**src/rtl/snn_pkg.sv**
```systemverilog
// Shared types and helpers for the spike-train decoder blocks.
//   dec_state_t : decoder FSM states
//   isi_none()  : all-ones "no interval seen" code for a given ISI width
package snn_pkg;

   typedef enum logic {
      IDLE  = 1'b0,
      COUNT = 1'b1
   } dec_state_t;

   // All-ones value of width w (w <= 32), used as the "fewer than 2 spikes" marker.
   function automatic logic [31:0] isi_none(input int unsigned w);
      if (w >= 32) begin
         return '1;
      end
      return (32'd1 << w) - 32'd1;
   endfunction

endpackage

```
**src/rtl/isi_tracker.sv**
```systemverilog
// Tracks inter-spike intervals within one decode window.
// Ports:
//   clk, rst    clock, async active-high reset
//   active      window cycle in progress (state COUNT with enable high)
//   win_start   current cycle is window cycle 0; prior history is ignored
//   spike_in    spike train sample
//   min_isi_c   running minimum ISI including the current cycle's spike
module isi_tracker
   import snn_pkg::*;
#(
   parameter int unsigned ISI_W = 8
) (
   input  logic             clk,
   input  logic             rst,
   input  logic             active,
   input  logic             win_start,
   input  logic             spike_in,
   output logic [ISI_W-1:0] min_isi_c
);

   localparam logic [ISI_W-1:0] ISI_NONE = ISI_W'(isi_none(ISI_W));

   logic [ISI_W-1:0] isi_ctr_q;
   logic [ISI_W-1:0] min_isi_q;
   logic             seen_spike_q;

   logic [ISI_W-1:0] ctr_eff;
   logic [ISI_W-1:0] min_eff;
   logic             seen_eff;
   logic [ISI_W-1:0] gap_c;
   logic [ISI_W-1:0] isi_ctr_d;
   logic             seen_spike_d;

   // Effective history (fresh at window start), next-state and running minimum.
   always_comb begin
      ctr_eff      = win_start ? '0 : isi_ctr_q;
      min_eff      = win_start ? ISI_NONE : min_isi_q;
      seen_eff     = win_start ? 1'b0 : seen_spike_q;
      // Distance from the previous spike to this cycle, saturating.
      gap_c        = (ctr_eff == ISI_NONE) ? ISI_NONE : ctr_eff + ISI_W'(1);
      isi_ctr_d    = gap_c;
      seen_spike_d = seen_eff;
      min_isi_c    = min_eff;
      if (spike_in) begin
         isi_ctr_d    = '0;
         seen_spike_d = 1'b1;
         if (seen_eff && (gap_c < min_eff)) begin
            min_isi_c = gap_c;
         end
      end
   end

   // History registers; cleared whenever no window is running.
   always_ff @(posedge clk or posedge rst) begin
      if (rst) begin
         isi_ctr_q    <= '0;
         min_isi_q    <= ISI_NONE;
         seen_spike_q <= 1'b0;
      end else if (active) begin
         isi_ctr_q    <= isi_ctr_d;
         min_isi_q    <= min_isi_c;
         seen_spike_q <= seen_spike_d;
      end else begin
         isi_ctr_q    <= '0;
         min_isi_q    <= ISI_NONE;
         seen_spike_q <= 1'b0;
      end
   end

endmodule

```
**src/rtl/spike_rate_decoder.sv**
```systemverilog
// Decodes a 1-bit spike train per fixed-length window into spike count and
// minimum inter-spike interval, delivered through a valid/ready output register.
// Ports:
//   clk, rst      clock, async active-high reset
//   enable        1 = decode back-to-back windows, 0 = idle (partial window dropped)
//   win_len       window length in cycles, sampled at window start (0 acts as 1)
//   spike_in      spike train
//   out_valid     result pending
//   out_ready     downstream accept
//   out_count     spikes in window (saturating)
//   out_min_isi   smallest spike-to-spike distance, all-ones if < 2 spikes
//   out_overrun   at least one result was dropped before this one
module spike_rate_decoder
   import snn_pkg::*;
#(
   parameter int unsigned WIN_W = 8,
   parameter int unsigned CNT_W = 8,
   parameter int unsigned ISI_W = 8
) (
   input  logic             clk,
   input  logic             rst,
   input  logic             enable,
   input  logic [WIN_W-1:0] win_len,
   input  logic             spike_in,
   output logic             out_valid,
   input  logic             out_ready,
   output logic [CNT_W-1:0] out_count,
   output logic [ISI_W-1:0] out_min_isi,
   output logic             out_overrun
);

   dec_state_t       state_q;
   dec_state_t       state_d;
   logic [WIN_W-1:0] len_q;
   logic [WIN_W-1:0] win_cnt_q;
   logic [CNT_W-1:0] cnt_q;
   logic             overrun_q;

   logic [WIN_W-1:0] len_in_c;
   logic             counting_c;
   logic             last_c;
   logic             win_start_c;
   logic             latch_len_c;
   logic [CNT_W-1:0] cnt_sum_c;
   logic             load_c;
   logic             drop_c;
   logic             accept_c;
   logic [ISI_W-1:0] min_isi_c;

   // Window control and handshake decisions.
   always_comb begin
      len_in_c    = (win_len == '0) ? WIN_W'(1) : win_len;
      counting_c  = (state_q == COUNT) && enable;
      win_start_c = (win_cnt_q == '0);
      last_c      = counting_c && (win_cnt_q == len_q - WIN_W'(1));
      // A new window begins after entering COUNT or right after a window closes.
      latch_len_c = ((state_q == IDLE) && enable) || last_c;
      cnt_sum_c   = (spike_in && (cnt_q != '1)) ? cnt_q + CNT_W'(1) : cnt_q;
      accept_c    = out_valid && out_ready;
      load_c      = last_c && (!out_valid || out_ready);
      drop_c      = last_c && out_valid && !out_ready;
   end

   // Next-state logic.
   always_comb begin
      state_d = state_q;
      case (state_q)
         IDLE:    if (enable)  state_d = COUNT;
         COUNT:   if (!enable) state_d = IDLE;
         default: state_d = IDLE;
      endcase
   end

   // State register.
   always_ff @(posedge clk or posedge rst) begin
      if (rst) begin
         state_q <= IDLE;
      end else begin
         state_q <= state_d;
      end
   end

   // Window counter, spike counter and window length.
   always_ff @(posedge clk or posedge rst) begin
      if (rst) begin
         len_q     <= '0;
         win_cnt_q <= '0;
         cnt_q     <= '0;
      end else begin
         if (latch_len_c) begin
            len_q <= len_in_c;
         end
         if (counting_c && !last_c) begin
            win_cnt_q <= win_cnt_q + WIN_W'(1);
            cnt_q     <= cnt_sum_c;
         end else begin
            win_cnt_q <= '0;
            cnt_q     <= '0;
         end
      end
   end

   // Output register and sticky overrun flag.
   always_ff @(posedge clk or posedge rst) begin
      if (rst) begin
         out_valid   <= 1'b0;
         out_count   <= '0;
         out_min_isi <= '0;
         out_overrun <= 1'b0;
         overrun_q   <= 1'b0;
      end else begin
         if (load_c) begin
            out_valid   <= 1'b1;
            out_count   <= cnt_sum_c;
            out_min_isi <= min_isi_c;
            out_overrun <= overrun_q;
            overrun_q   <= 1'b0;
         end else if (accept_c) begin
            out_valid <= 1'b0;
         end
         if (drop_c) begin
            overrun_q <= 1'b1;
         end
      end
   end

   isi_tracker #(
      .ISI_W(ISI_W)
   ) u_isi (
      .clk       (clk),
      .rst       (rst),
      .active    (counting_c),
      .win_start (win_start_c),
      .spike_in  (spike_in),
      .min_isi_c (min_isi_c)
   );

endmodule

```
**config.mk**
```make
export PLATFORM = sky130hd
export DESIGN_NAME = spike_rate_decoder
export DESIGN_NICKNAME = d
export VERILOG_FILES = /design/src/rtl/snn_pkg.sv /design/src/rtl/isi_tracker.sv /design/src/rtl/spike_rate_decoder.sv
export SDC_FILE = /design/constraint.sdc
export NUM_CORES = 1
export LEC_CHECK = 0
export BUFFER_PORTS_ARGS = -buffer_cell sky130_fd_sc_hd__buf_2
export CAP_MARGIN = 20
export CELL_PAD_IN_SITES_DETAIL_PLACEMENT = 0
export CELL_PAD_IN_SITES_GLOBAL_PLACEMENT = 1
export CORE_ASPECT_RATIO = 1.75
export CORE_MARGIN = 3
export CORE_UTILIZATION = 40
export CTS_BUF_LIST = sky130_fd_sc_hd__clkbuf_2 sky130_fd_sc_hd__clkbuf_4 sky130_fd_sc_hd__clkbuf_8
export DETAILED_ROUTE_END_ITERATION = 8
export PLACE_DENSITY = 0.84
export SYNTH_ARGS = -nofsm -noshare
export SYNTH_HDL_FRONTEND = slang
export SYNTH_SLANG_ARGS = --single-unit
```
**constraint.sdc**
```tcl
create_clock -name clk -period 3.73 [get_ports clk]
set_input_delay 0.5595 -clock clk [delete_from_list [all_inputs] [get_ports clk]]
set_output_delay 0.5595 -clock clk [all_outputs]
set_load 0.1 [all_outputs]
```
Yosys cells after proc, flatten, opt, wreduce, memory -nomap -nowiden
Cells that the tools add are included.

Output and inout bits: 18. Register bits after elaboration: 61. Logic and storage cells: 60.

Order comparisons: 1. Muxes and demuxes: 20. $add $sub $neg: 4. Bitwise logic cells: 1. Equal/unequal tests: 3. Reduce and logical (&&, ||, !) cells: 19.

Operators by type and width (count): $mux 8 (12); $add 8x1->8 const B (3); $logic_not 8->1 (2); $logic_and 1x1->1 (10); $eq 8x8->1 (1); $eq 8x8->1 const B (1); $lt 8x8->1 (1); $mux 1 (8); $ne 8x8->1 const B (1); $sub 8x1->8 const B (1); $reduce_bool 2->1 (2); $logic_not 1->1 (3); $logic_or 1x1->1 (2); $not 1->1 (1).

Depth between registers and ports, before layout
Depth in word-level cells: 9. Gate-level depth with buffers: 18. Depth with buffers taken out: 16.

Hierarchy
A second synthesis with hierarchy kept.

Cells, all modules: 330. Area, all modules: 3468.3 sq um.

By module, submodules not included: spike_rate_decoder (area each 2247.2 sq um, times used 1, cells each 194, seq. area each 1101.1 sq um); isi_tracker (area each 1221.2 sq um, times used 1, cells each 136, seq. area each 435.4 sq um).

Worst setup path before layout
No wires, ideal clock.

Path kind: register to register. Start point: register win_cnt_q[2]. End point: register out_min_isi[0]. Arrival time: 3.581 ns. Cell stages (with the launch flop): 19. Path buffers: 3. Setup slack: 0.070 ns. Data required time: 3.651 ns. Setup time: 0.079 ns. Clock period less this slack: 3.660 ns. Cell sequence: dfrtp_1 buf_6 nor4_1 nand3_1 clkbuf_1 and2_1 ha_1 clkbuf_1 nand2_1 a31oi_1 o21ai_0 inv_1 ha_1 and3_1 nand4_1 a41o_1 o21ai_1 mux2_2 mux2i_1.

Word-level cells in the longest chain between the ends: 8. Elaborated cells on any way between the ends: 14. Those cells by class: 1 x add/sub; 1 x order compare; 2 x eq/ne; 6 x mux; 4 x reduce/logical.

RTL lines: start, declared (line spike_rate_decoder.sv:35) `logic [WIN_W-1:0] win_cnt_q;`; start signal, assigned (line spike_rate_decoder.sv:94) `win_cnt_q <= win_cnt_q + WIN_W'(1);`; $logic_not 8->1 (line spike_rate_decoder.sv:54) `win_start_c = (win_cnt_q == '0);`; $mux 8 (line isi_tracker.sv:36) `ctr_eff = win_start ? '0 : isi_ctr_q;`; $add 8x1->8 / $eq 8x8->1 (equally long branches) (line isi_tracker.sv:40) `gap_c = (ctr_eff == ISI_NONE) ? ISI_NONE : ctr_eff + ISI_W'(1);`; $mux 8 (line isi_tracker.sv:40); $lt 8x8->1 (line isi_tracker.sv:47) `if (seen_eff && (gap_c < min_eff)) begin`; $logic_and 1x1->1 (line isi_tracker.sv:47); $mux 8 (line isi_tracker.sv:47); $mux 8 (line isi_tracker.sv:44) `if (spike_in) begin`; end signal, assigned (line spike_rate_decoder.sv:115) `out_min_isi <= min_isi_c;`; end, declared (line spike_rate_decoder.sv:28) `output logic [ISI_W-1:0] out_min_isi,`.

Parallel ways exist; a longest one is shown, timed or not. A chain may end at the register's enable or synchronous reset.

Worst setup path after layout
Start point: register win_cnt_q[6]. End point: register out_min_isi[1].

Same word-level chain as after synthesis.

==> qor.yml <==
wl_mm: 6.837
yosysSeqAreaShare_pct: 48.18
worstPathRequired_ns: 4.00
slew_headroom_pct: 33.83
vias: 2365
critPathLaunchType: "register"
drive_gt1_share_pct: 29.36
synthTopCellsByCount: "dfrtp_1 (53), nor2_1 (37), inv_1 (26)"
cts_sinks: 61
p_per_area_mw_per_mm2: 411.7
cts-buffers-inserted: 9
maxCapViolations: 0
cts_buffer_depth: 2
cp.arrival_ns: 3.71
ys_ff_latch: 61
drc: 0
syn_nets: 330
cts_hold_buf: 0
ys.flop_type: "dfrtp_1"
final.fill_count: 707
yosysWarnings: 0
syn_inst: 306
final_core_util_pct: 49.04
place.gp.congestion: 0.8793
worst_setup_path_end_kind: "register"
io_buffer_count: 30
vias_per_cell: 5.267
hpwl_mm: 5.082
first_global_vias: 2625
synth_area_mm2: 0.003189
path_max_fanout: 8
worstSetupPathType: "reg2reg"
finalSetupViolations: 0
drtIter0Drc: 108
fin_tns_setup_ns: 0
die_x_um: 73.50
vdd_drop_max_uv: 277.5
diodes: 0
hold_class: "in2reg"
synth.largest_area_cell: "dfrtp_1"
fmax_ghz: 0.2907
nets: 380
grt_pass1_wl_mm: 11.94
p_leak_uw: 0.001826
slew_viol_final: 0
fin_crit_sh_pct: 92.22
track_usage_pct: 17.43
outcome: "finished clean"
clkLatencyLatePin_ns: 0.35
clkTransAtPathRegs_ns: 0.07
ff2ff_path_depth: 15
finalHoldViolations: 0
min_path_cells: 1
core_area_mm2: 0.007672
fin_skew_ns: 0.01043
cts_tree: "done"
async_reset_ff_share_pct: 100.0
tightest_slew_ns: 0.9911
synth_area_leaders: "dfrtp_1 (42%), mux2_2 (8.5%), dfstp_2 (6.6%)"
area_delta_synth_final_pct: 17.97
r2r_end: "out_min_isi[1]"
r2r-start: "win_cnt_q[6]"
ios: 31
rows: 42
dr.pass1.iters: 4
synth_cell_types: 46
h-tree-depth: 3
setup_ws_ns: 0.2902
reg2reg_slack_ns: 0.29
wl_per_cell_um: 15.23
grt_antenna_before_repair: 0
dieArea_mm2: 0.009123
die_h_um: 124.1
startpoint: "win_cnt_q[6]"
grt_max_degree: 48
synth_enable_flop_cells: 0
crit_end: "out_min_isi[1]"
synth.most_common_cell: "dfrtp_1"
antenna_left: 0
root_buffer: "clkbuf_8"
initial_core_util_pct: 41.57
grt_overflow: 0
avgSynthCellArea_um2: 10.42
synth_top_area_share_pct: 41.58
period_minus_slack_ns: 3.440
dp_slack_ns: 0.05250
## stage by stage
stage               power [uW]  cells  hold slack (ns)  instance area [um^2]
floorplan                903.3    306           0.4771                  3189
global placement         955.8    430           0.4862                  3508
detailed placement       958.9    430           0.4899                  3508
CTS                       1568    446           0.3561                  3711
global route              1621    449           0.3723                  3762
finish                    1549    449           0.3785                  3762
## power by group
group | leakage (uW) | internal [uW] | total, uW | switching [uW]
Sequential | 0.000742 | 693 | 720 | 27.2
Combinational | 0.000976 | 71.6 | 229 | 157
Clock | 0.000108 | 356 | 600 | 244
## sequential cells by signal (all words and copies together), names as in the netlist
register and count:
u_isi.isi_ctr_q 8, cnt_q 8, u_isi.seen_spike_q 1, out_overrun 1
out_min_isi 8, len_q 8, out_valid 1, win_cnt_q 8
u_isi.min_isi_q 8, overrun_q 1, state_q 1, out_count 8
## worst min-delay path by stage
stage / startpoint / to / slack, ns
after detailed placement: out_count[3] / out_count[3] / 0.49
after global routing: enable / state_q / 0.37
after global placement: out_count[2] / out_count[2] / 0.49
final: enable / state_q / 0.38
after CTS: enable / state_q / 0.36
after floorplan: u_isi.seen_spike_q / u_isi.seen_spike_q / 0.48
## critical path, stage by stage (launching register included)
cell and delay [ns]:
dfrtp_2 0.45, nor4_4 0.29, nand3_2 0.15, and2_1 0.20, ha_2 0.22, a21oi_1 0.14, a311o_1 0.19, inv_1 0.06
ha_1 0.30, and3_1 0.18, a221oi_1 0.29, o2111a_1 0.23, o21ai_1 0.06, buf_4 0.17, mux2_2 0.30, mux2i_1 0.13
## metal layers
| layer | wire length, um | GRT usage (%) | up-vias |
|---|---|---|---|
| met5 | 0 | 0 | - |
| li1 | - | - | 1155 |
| met3 | 212 | 4.604 | 23 |
| met1 | 2542 | 17.35 | 1144 |
| met2 | 3792 | 31.28 | 43 |
| met4 | 289 | 10.54 | 0 |
## cell families (layout without fill, tap and decap cells)
family / count (synthesis) / after routing / share of synthesized area [%]
flip-flops: 61 / 61 / 48.18
buffers and inverters: 34 / 89 / 4.511
XOR/XNOR: 22 / 22 / 6.042
multiplexers: 36 / 36 / 12.24
AND/OR/NAND/NOR: 114 / 114 / 17.89
AO/OA/AOI/OAI: 28 / 28 / 6.827
adder cells (fa/ha/maj): 11 / 11 / 4.315
## placed cells by master (no fill, tap or decap), types with 6 or more instances in the layout
| cell | instances |
|---|---|
| mux2_2 | 24 |
| nand3_1 | 11 |
| xnor2_1 | 13 |
| nor2b_1 | 7 |
| nand2_1 | 24 |
| dfrtp_1 | 51 |
| xor2_1 | 9 |
| clkbuf_8 | 10 |
| ha_1 | 10 |
| buf_2 | 30 |
| dfstp_2 | 8 |
| inv_1 | 25 |
| mux2i_1 | 12 |
| buf_4 | 17 |
| and3_1 | 6 |
| nor2_1 | 37 |
| a21oi_1 | 6 |
## final cells by class
type	count	area (um^2)	share of cell area, %
sequential	61	1539	40.90
multi-input combinational	211	1535	40.80
timing repair buffer	47	277.8	7.383
clock buffer	14	167.7	4.456
tap	88	110.1	2.927
inverter	26	97.59	2.594
clock inverter	2	35.03	0.9312
## what timing repair did
action / in CTS / in global routing
setup buffers: 0 / 3
endpoints found under the setup margin: 0 / 16
resized for setup: 0 / 8
No activity file was read; power rests on OpenSTA's default activity.
